==> config.mk <==
export PLATFORM = sky130hd
export DESIGN_NAME = pe_array_ctrl
export DESIGN_NICKNAME = d
export VERILOG_FILES = /design/src/rtl/pe_array_ctrl_pkg.sv /design/src/rtl/pe_array_ctrl_mask.sv /design/src/rtl/pe_array_ctrl.sv
export SDC_FILE = /design/constraint.sdc
export NUM_CORES = 1
export LEC_CHECK = 0
export BUFFER_PORTS_ARGS = -buffer_cell sky130_fd_sc_hd__buf_2
export CAP_MARGIN = 20
export CORE_MARGIN = 4
export CORE_UTILIZATION = 45
export DETAILED_ROUTE_END_ITERATION = 6
export PLACE_DENSITY = 0.79
export SLEW_MARGIN = 5
export SYNTH_ARGS = -nofsm -noshare
export SYNTH_HDL_FRONTEND = slang
export SYNTH_HIERARCHICAL = 1
export SYNTH_SLANG_ARGS = --single-unit
==> constraint.sdc <==
create_clock -name clk -period 2.6 [get_ports clk]
set_input_delay 0.52 -clock clk [delete_from_list [all_inputs] [get_ports clk]]
set_output_delay 0.52 -clock clk [all_outputs]
set_load 0.01 [all_outputs]
==> src/rtl/pe_array_ctrl_pkg.sv <==
// Shared types for the 6x7 PE array controller.
// Array geometry, array-facing enums and controller state encoding.
package pe_array_ctrl_pkg;

  localparam int PE_ROWS = 6;
  localparam int PE_COLS = 7;

  typedef logic [PE_ROWS-1:0][PE_COLS-1:0] pe_flags_t;

  typedef enum logic [1:0] {
    MODE1,
    MODE2,
    MODE3,
    MODE4
  } op_mode_t;

  typedef enum logic [1:0] {
    STG_IDLE,
    STG_LOAD,
    STG_COMPUTE
  } op_stage_t;

  typedef enum logic [2:0] {
    S_IDLE,
    S_CFG,
    S_LOAD,
    S_COMPUTE,
    S_NEXT,
    S_FINISH,
    S_FAULT
  } ctrl_state_t;

endpackage

==> src/rtl/pe_array_ctrl_mask.sv <==
// Masked AND-reduce of a PE flag array.
// Unmasked PEs count as set, so an empty mask is always satisfied.
module pe_mask_reduce
  import pe_array_ctrl_pkg::*;
(
  input  pe_flags_t flags,
  input  pe_flags_t mask,
  output logic      all_set
);

  assign all_set = &(flags | ~mask);

endmodule

==> src/rtl/pe_array_ctrl.sv <==
// Job sequencer for the 6x7 PE array: mode load, per-round
// load/compute handshakes, watchdog and sticky fault handling.
module pe_array_ctrl
  import pe_array_ctrl_pkg::*;
#(
  parameter int MAX_ROUNDS  = 255,
  parameter int WDOG_CYCLES = 4096
) (
  input  logic      clk,
  input  logic      rst,
  input  logic      start,
  input  logic      abort,
  input  op_mode_t  mode_cfg,
  input  logic [7:0] num_rounds,
  input  pe_flags_t active_mask,
  input  pe_flags_t pe_full,
  input  pe_flags_t pe_conv_done,
  input  logic      array_error,
  output op_mode_t  mode,
  output logic      change_mode,
  output op_stage_t op_stage,
  output logic      conv_continue,
  output logic [7:0] round_cnt,
  output logic      busy,
  output logic      job_done,
  output logic      err
);

  localparam int WW = $clog2(WDOG_CYCLES + 1);
  localparam logic [WW-1:0] WD_LIM = WW'(WDOG_CYCLES - 1);
  localparam logic [7:0] MAXR = 8'(MAX_ROUNDS);

  ctrl_state_t state, state_n;
  pe_flags_t   mask_q, mask_n;
  logic [7:0]  rounds_q, rounds_n;
  logic [WW-1:0] wdog, wdog_n;

  op_mode_t   mode_n;
  op_stage_t  stage_n;
  logic       chg_n, cont_n, busy_n, done_n, err_n;
  logic [7:0] rcnt_n, rc_inc, req_rounds;
  logic       full_ok, done_ok, wd_hit;

  pe_mask_reduce u_full (
    .flags   (pe_full),
    .mask    (mask_q),
    .all_set (full_ok)
  );

  pe_mask_reduce u_done (
    .flags   (pe_conv_done),
    .mask    (mask_q),
    .all_set (done_ok)
  );

  assign rc_inc = round_cnt + 8'd1;
  assign wd_hit = (wdog == WD_LIM);
  assign req_rounds = (num_rounds == 8'd0) ? 8'd1 :
                      (num_rounds > MAXR)  ? MAXR : num_rounds;

  always_comb begin
    state_n  = state;
    mode_n   = mode;
    mask_n   = mask_q;
    rounds_n = rounds_q;
    rcnt_n   = round_cnt;
    err_n    = err;
    cont_n   = 1'b0;
    if (abort) begin
      state_n = S_IDLE;
    end else if (state != S_IDLE && array_error) begin
      err_n   = 1'b1;
      state_n = S_FAULT;
    end else begin
      unique case (state)
        S_IDLE: if (start) begin
          mode_n   = mode_cfg;
          mask_n   = active_mask;
          rounds_n = req_rounds;
          rcnt_n   = 8'd0;
          err_n    = 1'b0;
          state_n  = S_CFG;
        end
        S_CFG: state_n = S_LOAD;
        S_LOAD: begin
          if (full_ok) state_n = S_COMPUTE;
          else if (wd_hit) begin
            err_n   = 1'b1;
            state_n = S_FAULT;
          end
        end
        S_COMPUTE: begin
          if (done_ok) begin
            rcnt_n  = rc_inc;
            cont_n  = (rc_inc != rounds_q);
            state_n = S_NEXT;
          end else if (wd_hit) begin
            err_n   = 1'b1;
            state_n = S_FAULT;
          end
        end
        S_NEXT:   state_n = (round_cnt == rounds_q) ? S_FINISH : S_LOAD;
        S_FINISH: state_n = S_IDLE;
        S_FAULT:  state_n = S_FAULT;
        default:  state_n = S_IDLE;
      endcase
    end
  end

  // Outputs are decoded from the next state so they register with it.
  always_comb begin
    chg_n  = (state_n == S_CFG);
    busy_n = (state_n != S_IDLE);
    done_n = (state_n == S_FINISH);
    unique case (1'b1)
      (state_n == S_LOAD): stage_n = STG_LOAD;
      (state_n == S_COMPUTE),
      (state_n == S_NEXT): stage_n = STG_COMPUTE;
      default:             stage_n = STG_IDLE;
    endcase
    if (state_n == state &&
        (state == S_LOAD || state == S_COMPUTE))
      wdog_n = wdog + 1'b1;
    else
      wdog_n = '0;
  end

  always_ff @(posedge clk) begin
    if (!rst) begin
      state         <= S_IDLE;
      mode          <= MODE1;
      mask_q        <= '0;
      rounds_q      <= 8'd1;
      wdog          <= '0;
      op_stage      <= STG_IDLE;
      round_cnt     <= 8'd0;
      change_mode   <= 1'b0;
      conv_continue <= 1'b0;
      busy          <= 1'b0;
      job_done      <= 1'b0;
      err           <= 1'b0;
    end else begin
      state         <= state_n;
      mode          <= mode_n;
      mask_q        <= mask_n;
      rounds_q      <= rounds_n;
      wdog          <= wdog_n;
      op_stage      <= stage_n;
      round_cnt     <= rcnt_n;
      change_mode   <= chg_n;
      conv_continue <= cont_n;
      busy          <= busy_n;
      job_done      <= done_n;
      err           <= err_n;
    end
  end

endmodule

Word-level counts from Yosys, hierarchy flattened
Index checks and enable logic that the tools add are counted.
{"block": "word_totals", "ff_bits": 83, "in_bits": 141, "output_inout_bits": 17, "word_cells": 84}
{"block": "classes", "addsub": 2, "magnitude_cmp": 1, "n_eq_ne": 19, "n_mux": 20, "bitwise_logic": 8, "reduce_logical": 17}
{"operator": "bitwise OR 42 bit", "count": 2}
{"operator": "AND reduction 42 bit", "count": 2}
{"operator": "inverter 42 bit", "count": 1}
{"operator": "two-way mux 8 bit", "count": 4}
{"operator": "two-way mux 3 bit", "count": 7}
{"operator": "case mux 3 bit (6 select lines)", "count": 1}
{"operator": "case mux 8 bit (2 select lines)", "count": 1}
{"operator": "adder 13 x 1 -> 13 bit, second input constant", "count": 1}
{"operator": "== test 13 x 12 -> 1 bit, second input constant", "count": 1}
{"operator": "== test 3 x 2 -> 1 bit, second input constant", "count": 4}
{"operator": "== test 3 bit, second input constant", "count": 4}
{"operator": "AND reduction 5 bit", "count": 2}
{"operator": "!= test 3 bit, second input constant", "count": 3}
{"operator": "adder 8 x 1 -> 8 bit, second input constant", "count": 1}
{"operator": "== test 8 bit", "count": 1}
{"operator": "greater-than comparator 8 bit, second input constant", "count": 1}
{"operator": "zero test 8 bit", "count": 1}
{"operator": "!= test 8 bit", "count": 1}
{"operator": "== test 3 x 1 -> 1 bit, second input constant", "count": 2}
{"operator": "nonzero test 3 bit", "count": 2}
{"operator": "two-way mux 1 bit", "count": 5}
{"operator": "inverter 1 bit", "count": 5}
{"operator": "OR reduction 5 bit", "count": 1}
{"operator": "!= test 2 bit, second input constant", "count": 2}
{"operator": "other kinds (11)", "count": 12}

Depth between registers and ports, before layout
Gate-level depths: netlist of run 1.
{"block": "depth", "ltp_word": 10, "depth_mapped": 11, "ltp_nobuf": 10}

Cells and area by module
The synthesis of run 1 kept the hierarchy.
{"mod": "pe_array_ctrl", "n_inst": 1, "cells_per_inst": 433, "area_per_inst_um2": 3522.1, "seq_area_each_um2": 1661.6}
{"mod": "pe_mask_reduce", "n_inst": 2, "cells_per_inst": 63, "area_per_inst_um2": 341.6, "seq_area_each_um2": 0.0}

Worst setup path before layout of run 1
OpenSTA, ideal clock, no wires.
{"block": "synth_timing", "path_kind": "input port to flip-flop", "start": "in pe_conv_done[26] (netlist name)", "end": "reg wdog[11]", "setup_time_ps": 62, "t_arrival_ps": 2442, "required_time_ps": 2538, "path_slack_ps": 97, "cell_stages": 9, "n_path_buf": 1, "cell_sequence": "nand2b_1 o2111ai_1 nor4_1 and4_1 or4_1 a21boi_1 or4b_4 buf_6 nor2_4"}
{"block": "synth_between", "elab_chain_cells": 9}
{"item": "start, declared", "line_no": "pe_array_ctrl.sv:17", "text": "input pe_flags_t pe_conv_done,"}
{"item": "bitwise OR 42 bit", "line_no": "pe_array_ctrl_mask.sv:11", "text": "assign all_set = &(flags | ~mask);"}
{"item": "AND reduction 42 bit", "line_no": "pe_array_ctrl_mask.sv:11"}
{"item": "named net done_ok", "line_no": "pe_array_ctrl.sv:42", "text": "logic full_ok, done_ok, wd_hit;"}
{"item": "two-way mux 3 bit", "line_no": "pe_array_ctrl.sv:93", "text": "if (done_ok) begin"}
{"item": "case mux 3 bit (6 select lines)", "line_no": "pe_array_ctrl.sv:75", "text": "unique case (state)"}
{"item": "two-way mux 3 bit", "line_no": "pe_array_ctrl.sv:71", "text": "end else if (state != S_IDLE && array_error) begin"}
{"item": "two-way mux 3 bit", "line_no": "pe_array_ctrl.sv:69", "text": "if (abort) begin"}
{"item": "== test 3 bit", "line_no": "pe_array_ctrl.sv:121", "text": "if (state_n == state &&"}
{"item": "logical AND 1 bit", "line_no": "pe_array_ctrl.sv:121"}
{"item": "AND reduction 2 bit (no line)"}
{"item": "end signal, assigned", "line_no": "pe_array_ctrl.sv:147", "text": "wdog <= wdog_n;"}
{"item": "end, declared", "line_no": "pe_array_ctrl.sv:36", "text": "logic [WW-1:0] wdog, wdog_n;"}
The timed path passes the listed nets, and every way through them passes these cells.
A chain may end at the register's enable or synchronous reset.

Final worst setup path of run 1
{"block": "layout_timing", "start": "reg mask_q[37] (netlist name)", "end": "reg wdog[12]"}
{"block": "layout_between", "elab_chain_cells": 10}
{"item": "start, declared", "line_no": "pe_array_ctrl.sv:34", "text": "pe_flags_t mask_q, mask_n;"}
{"item": "start signal, assigned", "line_no": "pe_array_ctrl.sv:145", "text": "mask_q <= mask_n;"}
{"item": "inverter 42 bit", "line_no": "pe_array_ctrl_mask.sv:11"}
{"item": "bitwise OR 42 bit", "line_no": "pe_array_ctrl_mask.sv:11"}
{"item": "AND reduction 42 bit", "line_no": "pe_array_ctrl_mask.sv:11"}
{"item": "named net done_ok", "line_no": "pe_array_ctrl.sv:42"}
{"item": "two-way mux 3 bit", "line_no": "pe_array_ctrl.sv:93"}
{"item": "case mux 3 bit (6 select lines)", "line_no": "pe_array_ctrl.sv:75"}
{"item": "two-way mux 3 bit", "line_no": "pe_array_ctrl.sv:71"}
{"item": "two-way mux 3 bit", "line_no": "pe_array_ctrl.sv:69"}
{"item": "== test 3 bit", "line_no": "pe_array_ctrl.sv:121"}
{"item": "logical AND 1 bit", "line_no": "pe_array_ctrl.sv:121"}
{"item": "AND reduction 2 bit (no line)"}
The timed path passes the listed nets, and every way through them passes these cells.

==> metrics, run 1 <==
violations in the final reports=negative setup slack; layout cells sized above 1=36.0%; most common cell in the netlist=nand2_1; CP Launch Type=register; Area contributors post-synth=dfxtp_1, nand2_1, a21oi_1; IO Port Bufs=157; clk_skew=0.00800 ns; Hold Crit Class=in2reg; WP data required=2.88 ns; Pre-antenna DRT Iters=5; Clock Latency Late Sink=0.35 ns; First DRT Iteration DRCs=188; distinct cell type count after synthesis=46; vias per std cell=5.25; Adder-Cell Fraction of Synth Area=0.595%; via count=4429; maximum vdd drop=365 µV; chip width=105 µm; final period utilization=100%; Area growth syn-to-layout=34.5%; clock sinks=83; first-pass GRT wire length=19700 µm; largest net degree at the start of global routing=53; share of Yosys cell area claimed by the top area cell type=39.5%; flops & latches, synth=83; mux contribution to synthesized area=0%; min Tclk post-route=2.60 ns; status=complete, but fails checks; area leader, netlist=dfxtp_1; Critical Path Start=mask_q[37]$_SDFFE_PN0P_; Max Root-Sink Buffers=2; max-slew violation count=0; worst setup margin=-0.000779 ns; simple-gate share of the synthesized area=30.0%; Pwr Density=503 nW/µm²; post-synthesis compound-gate area fraction=16.8%; Rows=35; initial antenna violation count=1; asr flop ratio synth=0%; Max-slew headroom=48.6%; Post-route DRC=0; total track usage=21.8%; dpl ws=-0.427 ns; gpl congestion=0.864; Syn. warnings=6; number of global-route vias before repair=4310; top cells by count, synth=nand2_1, dfxtp_1, a21oi_1, inv_1, nand2b_1; reg2reg setup slack=-0.0008 ns; CP max FO=7; Post-Route WL=12300 µm; reg2reg path depth=9; Max Clk Rate=385 MHz; EDFF count, synth=0; DRT antenna net count=0; Synth Area in XOR/XNOR=5.42%; CP Class=reg2reg; Initial Utilization=45.9%; reg2reg start=mask_q[37]$_SDFFE_PN0P_; WL/cell=14.6 µm; sequential-to-total area share from yosys stat=39.5%; CTS H-tree depth=3; crit path to=wdog[12]$_SDFF_PN0_; # IOs=158; die footprint=11000 µm²; RSZ-0062 raised after global routing=true; Core Box Area=9150 µm²; Die H=105 µm; total CTS buffers=9; Syn Inst Count=559; reg2reg end=wdog[12]$_SDFF_PN0_; Syn Area/Cell=7.52 µm²; Worst-Margin Slew=0.751 ns; TritonCTS clock tree=built; max-cap viol count=0; Clock Pin Slew Worst Setup and Hold Paths=0.08 ns; Setup violations, final=1; Fin Hold WS=0.396 ns; Cell Area, Synth=4210 µm²; CTS root buf=clkbuf_8; Static Leak=2.29 nW; final net count=870; crit end category=register; largest family of logic cells by synthesized area=simple AND/OR/NAND/NOR gates; Primary FF master, synth=dfxtp_1; DPL Wire Length=9040 µm; global route total overflow=0; Critical Path AT=2.88 ns; hold buffer count at cts=0; Fin. Hold Viols=0; syn nets=702
[layout make-up]
type / instances / area [µm²]
Fill cell: 793 / 3500
Timing Repair Buffer: 179 / 948
Tap cell: 111 / 139
Multi-Input combinational cell: 394 / 2450
Antenna cell: 2 / 5.00
Clock buffer: 13 / 149
Inverter: 60 / 225
Sequential cell: 83 / 1680
Clock inverter: 2 / 60.1
[logic make-up after synthesis]
kind of cell,Yosys count
buf+inv,83
fa+ha+maj,2
simple gates,245
compound gates,120
xor+xnor,26
flops,83
[metal layers]
metal | global-route usage, % | up-vias | wire (µm)
met3 | 5.68 | 24 | 1060
met2 | 35.6 | 187 | 5860
li1 | - | 2218 | -
met4 | 9.75 | 0 | 301
met1 | 26.9 | 2000 | 5100
met5 | 0 | - | 0
[what timing repair did]
item,in CTS,in global routing
pin swaps,4,20
endpoints found under the setup margin,21,22
gates resized for setup,12,48
setup buffers,1,1
cloned,1,1
[power by group]
group | internal [mW] | switching, mW | total, mW | leakage [nW]
Combinational | 0.241 | 0.237 | 0.478 | 1.50
Clock | 0.564 | 0.442 | 1.01 | 0.104
Sequential | 1.32 | 0.0396 | 1.36 | 0.682
[layout by cell type, fill, tap and decap left out, types with 5 or more instances in the layout]
cell and n:
a21oi_1 57, o2111ai_2 6, clkbuf_8 10, nor4_2 7, buf_2 158, dfxtp_1 67
nand2b_1 39, nor2_4 8, nand3b_1 7, xnor2_1 13, dfxtp_2 16, nand2_1 116
nand3_1 13, buf_4 21, nor2_2 5, nor2_1 11, o21ai_0 8, o22ai_2 8
xor2_1 13, inv_1 59, nor3_1 5, o22ai_1 15
[state kept, by name, indices dropped and copies added (netlist names), 2 cells and up]
register	flops
state	3
op_stage	2
rounds_q	8
wdog	13
mode	2
round_cnt	8
mask_q	42
[through the flow]
step / instances / TNS [ns] / power [mW] / area [µm²] / util, %
CTS: 840 / 0 / 2.82 / 5460 / 59.6
global placement: 823 / -6.24 / 1.80 / 5180 / 56.6
detailed placement: 823 / -8.15 / 1.81 / 5180 / 56.6
global route: 843 / -1.70 / 2.98 / 5650 / 61.8
floorplan: 559 / 0 / 1.60 / 4210 / -
finish: 844 / -0.000779 / 2.85 / 5660 / 61.8
[how the worst min path moves through the flow]
stage / slack, ns / cells after the start / from / to
after floorplan: 0.44 / 1 / wdog[0]$_SDFF_PN0_ / wdog[0]$_SDFF_PN0_
after global placement: 0.44 / 2 / mode[0]$_SDFFE_PN0P_ / mode[0]$_SDFFE_PN0P_
after detailed placement: 0.45 / 2 / mode[0]$_SDFFE_PN0P_ / mode[0]$_SDFFE_PN0P_
after CTS: 0.39 / 3 / active_mask[36] / mask_q[36]$_SDFFE_PN0P_
after global routing: 0.39 / 3 / active_mask[20] / mask_q[20]$_SDFFE_PN0P_
final: 0.40 / 3 / active_mask[5] / mask_q[5]$_SDFFE_PN0P_
[worst max-delay path, stage by stage (launching register included)]
cell and delay, ns:
dfxtp_2 0.37, inv_1 0.06, o2111ai_2 0.22, nor4_2 0.09, buf_4 0.13, and4_4 0.14
or4_1 0.55, a21boi_1 0.18, or4b_4 0.67, a21oi_2 0.14
Power figures use the tool's default switching activity.
==> run 2: changes to the inputs <==
- REMOVE_ABC_BUFFERS: not set -> 1
- SYNTH_HIERARCHICAL: 1 -> not set
==> run 2 against run 1 <==
The flow now finishes without violations. Clock power about the same. Die area increased by 2.3%. Design area decreased by 4.9%. Final cell count decreased by 0.24%. Critical path type unchanged. Sequential power about the same. Worst hold slack improved by 0.0029 ns. Maximum frequency increased by 12%. Highest routed layer unchanged. Utilization decreased by 3.9 points. Synthesized cell count increased by 0.72%. First-iteration DRC count increased by 17%. Wire length increased by 4.5%.
==> metrics, run 2 <==
status=finished, final reports clean; Max-slew headroom=31.6%; final antenna diode count=0; Worst-Margin Slew=1.03 ns; initial antenna violation count=0; min Tclk post-route=2.32 ns; most frequent cells in the layout=buf_2, nand2_1, dfxtp_1; Clock Pin Slew Worst Setup and Hold Paths=0.10 ns; Area contributors post-synth=dfxtp_1, nand2_1, nand2b_1; DPL Wire Length=10100 µm; Initial Utilization=46.4%; Primary FF master, synth=dfxtp_1; most common cell in the netlist=nand2_1; commonest non-fill, non-tap cell in the layout=buf_2; First DRT Iteration DRCs=220; Crit path largest cell delay=0.46 ns; WL/cell=15.3 µm; max-slew violation count=0; Setup violations, final=0; Rows=35; sw frac=29.0%; final net count=851; RSZ-0062 raised after global routing=false; Fin Hold WS=0.399 ns; Internal=2.01 mW; crit end category=register; placed cell area=5160 µm²; flops & latches, synth=83; hold buffer count at cts=0; clk_skew=0.00918 ns; Post-Route WL=12900 µm; Static Leak=2.16 nW; max reg flops=42; largest net degree at the start of global routing=53; total CTS buffers=9; # IOs=158; TritonCTS clock tree=built; DRT antenna net count=0; maximum vdd drop=322 µV; Filler Cells Inserted=884; delay-heaviest family, CP=simple AND/OR/NAND/NOR gates; number of global-route vias before repair=4461; top cells by count, synth=nand2_1, dfxtp_1, a21oi_1, nand2b_1, nor2_1; Syn. warnings=0; Cell Area, Synth=4310 µm²; Max Root-Sink Buffers=2; Die H=106 µm; Max Clk Rate=432 MHz; EDFF count, synth=0; PostCTS Resize Cnt=0; asr flop ratio synth=0%; gpl congestion=0.919; Pwr Density=527 nW/µm²; Post-route DRC=0; Area growth syn-to-layout=24.8%; multi-input logic area=2410 µm²; Comb power frac=16.5%; total track usage=22.8%; vias per std cell=5.32; first-pass GRT wire length=20900 µm; area leader, netlist=dfxtp_1; Pre-antenna DRT Iters=4; Clock Latency Late Sink=0.35 ns; Fin. Hold Viols=0; setup repair bufs after CTS=0; global route total overflow=0; Clock power frac=35.4%; Critical path buffers and inverters=0; CTS root buf=clkbuf_8; share of Yosys cell area claimed by the top area cell type=38.6%; max-cap viol count=0; chip width=106 µm; CP Class=reg2reg; Core Box Area=9280 µm²; Seq. cell area=1660 µm²; WP data required=2.77 ns; CTS H-tree depth=3; Syn Area/Cell=7.65 µm²; Critical Path AT=2.49 ns; Top reg by flops=mask_q; distinct cell type count after synthesis=50; Regs by FF count=mask_q x42, wdog x13; final setup TNS=0 ns; Sw Pwr=823 µW; register share of total power=48.1%; IO Port Bufs=157; final period utilization=89.1%; sequential-to-total area share from yosys stat=38.6%; Slowest-stage cell, CP=dfxtp_1; Syn Inst Count=563; Final Non-Filler Cells=842; CP max FO=5; Hold Crit Class=in2reg; CP Launch Type=register; worst path cell trace=and3_1 -> and3_1 -> nand3_1 -> xnor2_1 -> nand2_1 -> a2111oi_0 -> a2111oi_0; layout cells sized above 1=28.1%; die footprint=11200 µm²; design area=5380 µm²; clock sinks=83; via count=4476; dpl cells=826
[run 2: cell types whose count changed after synthesis, sizes merged, moves of 9 or more]
cell,previous run,this run
inv,60,24
nor2,24,40
o22ai,23,7
nand2b,39,53
o2111ai,10,19
[run 2: power by group through the flow]
stage	Sequential (mW)	Combinational, mW	Clock (mW)
6_report	1.36	0.467	1.00
3_5_place_dp	1.39	0.466	0
5_1_grt	1.37	0.517	1.09
4_1_cts	1.36	0.468	1.03
2_1_floorplan	1.38	0.248	0
3_3_place_gp	1.39	0.453	0
[run 2: layer usage]
layer,global-route usage (%),up-vias,wire length [µm]
met1,28.3,2091,5460
met4,6.75,0,219
met5,0,-,0
met3,4.47,17,761
li1,-,2205,-
met2,40.1,163,6440
[run 2: logic make-up (layout without fill, tap and decap cells)]
kind of cell	Yosys count	in the layout	share of synthesized area [%]
flip-flops	83	83	38.6
AO/OA/AOI/OAI	119	119	18.0
AND/OR/NAND/NOR	281	281	32.2
adder cells (fa/ha/maj)	2	2	0.581
XOR/XNOR	22	22	4.47
buffers and inverters	54	204	5.75
multiplexers	2	2	0.465
[run 2: metrics by stage]
step / worst slack, ns / util (%) / total power [mW]
after global routing: 0.0890 / 57.9 / 2.97
after floorplan: -0.639 / - / 1.63
after global placement: 0.142 / 55.6 / 1.84
final: 0.283 / 57.9 / 2.83
after detailed placement: 0.0728 / 55.6 / 1.86
after CTS: 0.303 / 57.9 / 2.86
[run 2: layout make-up]
cell class                 instances  area share (%)
multi-input combinational        426            44.8
sequential                        83            30.9
inverter                          24            1.68
clock inverter                     7            1.77
clock buffer                       9            2.30
timing repair buffer             164            15.6
tap                              129            3.00
[run 2: worst min-delay path: cells and delay by family]
family,cells,cell delay [ns]
simple gates,1,0.05
buf+inv,1,0.09
compound gates,1,0.05
[run 2: worst paths after layout]
| path | from | end | slack, ns | depth (start not counted) |
|---|---|---|---|---|
| max reg2reg | round_cnt[0]$_SDFFE_PN0P_ | conv_continue$_SDFF_PP0_ | 0.28 | 7 |
| min reg2reg | mask_q[9]$_SDFFE_PN0P_ | mask_q[9]$_SDFFE_PN0P_ | 0.46 | 2 |
| min | mode_cfg[0] | mode[0]$_SDFFE_PN0P_ | 0.40 | 3 |
| max | round_cnt[0]$_SDFFE_PN0P_ | conv_continue$_SDFF_PP0_ | 0.28 | 7 |
==> run 3: changes to the inputs <==
==> constraint.sdc (replaced) <==
create_clock -name clk -period 2.6 [get_ports clk]
set_input_delay 0.13 -clock clk [delete_from_list [all_inputs] [get_ports clk]]
set_output_delay 0.13 -clock clk [all_outputs]
set_load 0.01 [all_outputs]
==> run 3 against run 2 <==
Via count increased by 0.45%. Wire length increased by 1.8%. Critical path depth unchanged. Largest cell class unchanged. Setup slack improved by 0.028 ns. Combinational power increased by 1%. Utilization increased by 0.34 points. First-iteration DRC count decreased by 7.7%.
==> metrics, run 3 (synthesis gave the netlist of run 2 again) <==
status=finished, final reports clean; CP max FO=5; Core Box Area=9280 µm²; vias per std cell=5.31; CTS root buf=clkbuf_8; sw frac=28.0%; First DRT Iteration DRCs=203; CP Class=reg2reg; metal3 WL=924 µm; Top Metal Used=met5; min Tclk post-route=2.29 ns; clock sinks=83; Clock Pin Slew Worst Setup and Hold Paths=0.09 ns; Initial Utilization=46.4%; wire length on met1=5460 µm; RSZ-0062 raised after global routing=false; Stages on worst setup path=7; reg2reg start=mask_q[24]$_SDFFE_PN0P_; Clock power frac=33.4%; reg2reg path depth=7; final antenna diode count=0; # IOs=158; clk_skew=0.0117 ns; most frequent cells in the layout=buf_2, nand2_1, dfxtp_1; Static Leak=2.17 nW; Filler Cells Inserted=921; Sw Pwr=771 µW; crit path to=op_stage[1]$_SDFF_PN0_; Layout Utilization=58.3%; chip width=106 µm; WP data required=2.87 ns; initial antenna violation count=1; total CTS buffers=9; Max Clk Rate=437 MHz; Post-route DRC=0; via count=4496; layout cells sized above 1=27.7%; max-cap viol count=0; Fin. Hold Viols=0; worst path cell trace=nand2b_1 -> o2111ai_1 -> nor4_2 -> and3_1 -> a211oi_4 -> or4_1 -> o22ai_2; largest net degree at the start of global routing=53; Slowest-stage cell, CP=or4_1; global route total overflow=0; Rows=35; maximum vdd drop=283 µV; Clock Latency Late Sink=0.36 ns; Pwr Density=508 nW/µm²; Internal=1.98 mW; hold path cells=3; gpl congestion=0.945; Crit path largest cell delay=0.56 ns; Worst-Margin Slew=0.999 ns; WL met2=6510 µm; Seq. cell area=1660 µm²; max-slew violation count=0; multi-input logic area=2410 µm²; Post-Route WL=13100 µm; reg2reg end=op_stage[1]$_SDFF_PN0_; Setup violations, final=0; final net count=857; DRT antenna net count=0; Regs by FF count=mask_q x42, wdog x13; die footprint=11200 µm²; Top reg by flops=mask_q; Critical path buffers and inverters=0; placed cell area=5160 µm²; max reg flops=42; design area=5410 µm²; CP Launch Type=register; Critical Path AT=2.56 ns; Critical Path Start=mask_q[24]$_SDFFE_PN0P_; Area growth syn-to-layout=25.5%; WL/cell=15.5 µm; crit end category=register; setup repair bufs after CTS=0; reg2reg setup slack=0.31 ns; delay-heaviest family, CP=simple AND/OR/NAND/NOR gates; total track usage=23.2%; Max Root-Sink Buffers=2; final period utilization=88.1%; IO Port Bufs=157; register share of total power=49.4%; commonest non-fill, non-tap cell in the layout=buf_2; Max-slew headroom=33.4%; Hold Crit Class=in2reg; hold path startpoint=active_mask[26]; Comb power frac=17.2%; number of global-route vias before repair=4472; first-pass GRT wire length=21100 µm; DPL Wire Length=10200 µm; CTS H-tree depth=3; TritonCTS clock tree=built; Pre-antenna DRT Iters=5; Die H=106 µm
==> run 3: cell types whose count changed in the layout (fill, tap and decap cells not counted), sizes merged <==
cell         change
clkinvlp         +1
dlygate4sd3      +6
inv              -2
==> run 3: what timing repair did <==
action | 4_1_cts | 5_1_grt
endpoints found under the hold margin | 6 | 0
gates resized for setup | 0 | 0
hold buffers | 6 | 0
==> run 3: cell type report <==
class,count,share of cell area [%]
multi-input combinational,426,44.5
tap,129,2.98
clock buffer,9,2.29
clock inverter,6,1.23
timing repair buffer,170,16.6
sequential,83,30.7
inverter,24,1.67
==> run 3: layer usage <==
| layer | global-route usage (%) | up-vias |
|---|---|---|
| met5 | 0 | - |
| met2 | 41.6 | 183 |
| li1 | - | 2219 |
| met1 | 28.2 | 2069 |
| met4 | 6.48 | 2 |
| met3 | 4.59 | 23 |
==> run 3: worst min-delay path by stage <==
| stage | end | slack [ns] |
|---|---|---|
| final | mask_q[26]$_SDFFE_PN0P_ | 0.009 |
| after CTS | mask_q[4]$_SDFFE_PN0P_ | 0.001 |
| after global routing | mask_q[3]$_SDFFE_PN0P_ | 0.002 |
| after global placement | mask_q[4]$_SDFFE_PN0P_ | 0.37 |
| after floorplan | rounds_q[0]$_SDFFE_PN1P_ | 0.20 |
| after detailed placement | mode[1]$_SDFFE_PN0P_ | 0.37 |
==> run 3: tightest hold or removal path, stage by stage <==
cell and delay, ns:
buf_2 0.10, nand2_1 0.05, a21oi_1 0.05
==> run 3: metrics by stage <==
step | setup WS, ns | TNS (ns) | hold slack, ns | power (mW) | std cells
after global routing | 0.0827 | 0 | 0.00233 | 2.88 | 847
after floorplan | -0.639 | -15.53 | 0.202 | 1.63 | 533
after global placement | 0.378 | 0 | 0.369 | 1.84 | 826
after detailed placement | 0.354 | 0 | 0.375 | 1.85 | 826
after CTS | 0.320 | 0 | 0.00106 | 2.77 | 847
final | 0.310 | 0 | 0.00910 | 2.75 | 847
==> run 3: power groups by stage <==
stage / clock, mW / sequential (mW) / combinational, mW
after detailed placement: 0 / 1.39 / 0.463
after global placement: 0 / 1.39 / 0.456
final: 0.917 / 1.36 / 0.473
after floorplan: 0 / 1.38 / 0.248
after global routing: 0.985 / 1.37 / 0.524
after CTS: 0.933 / 1.36 / 0.473
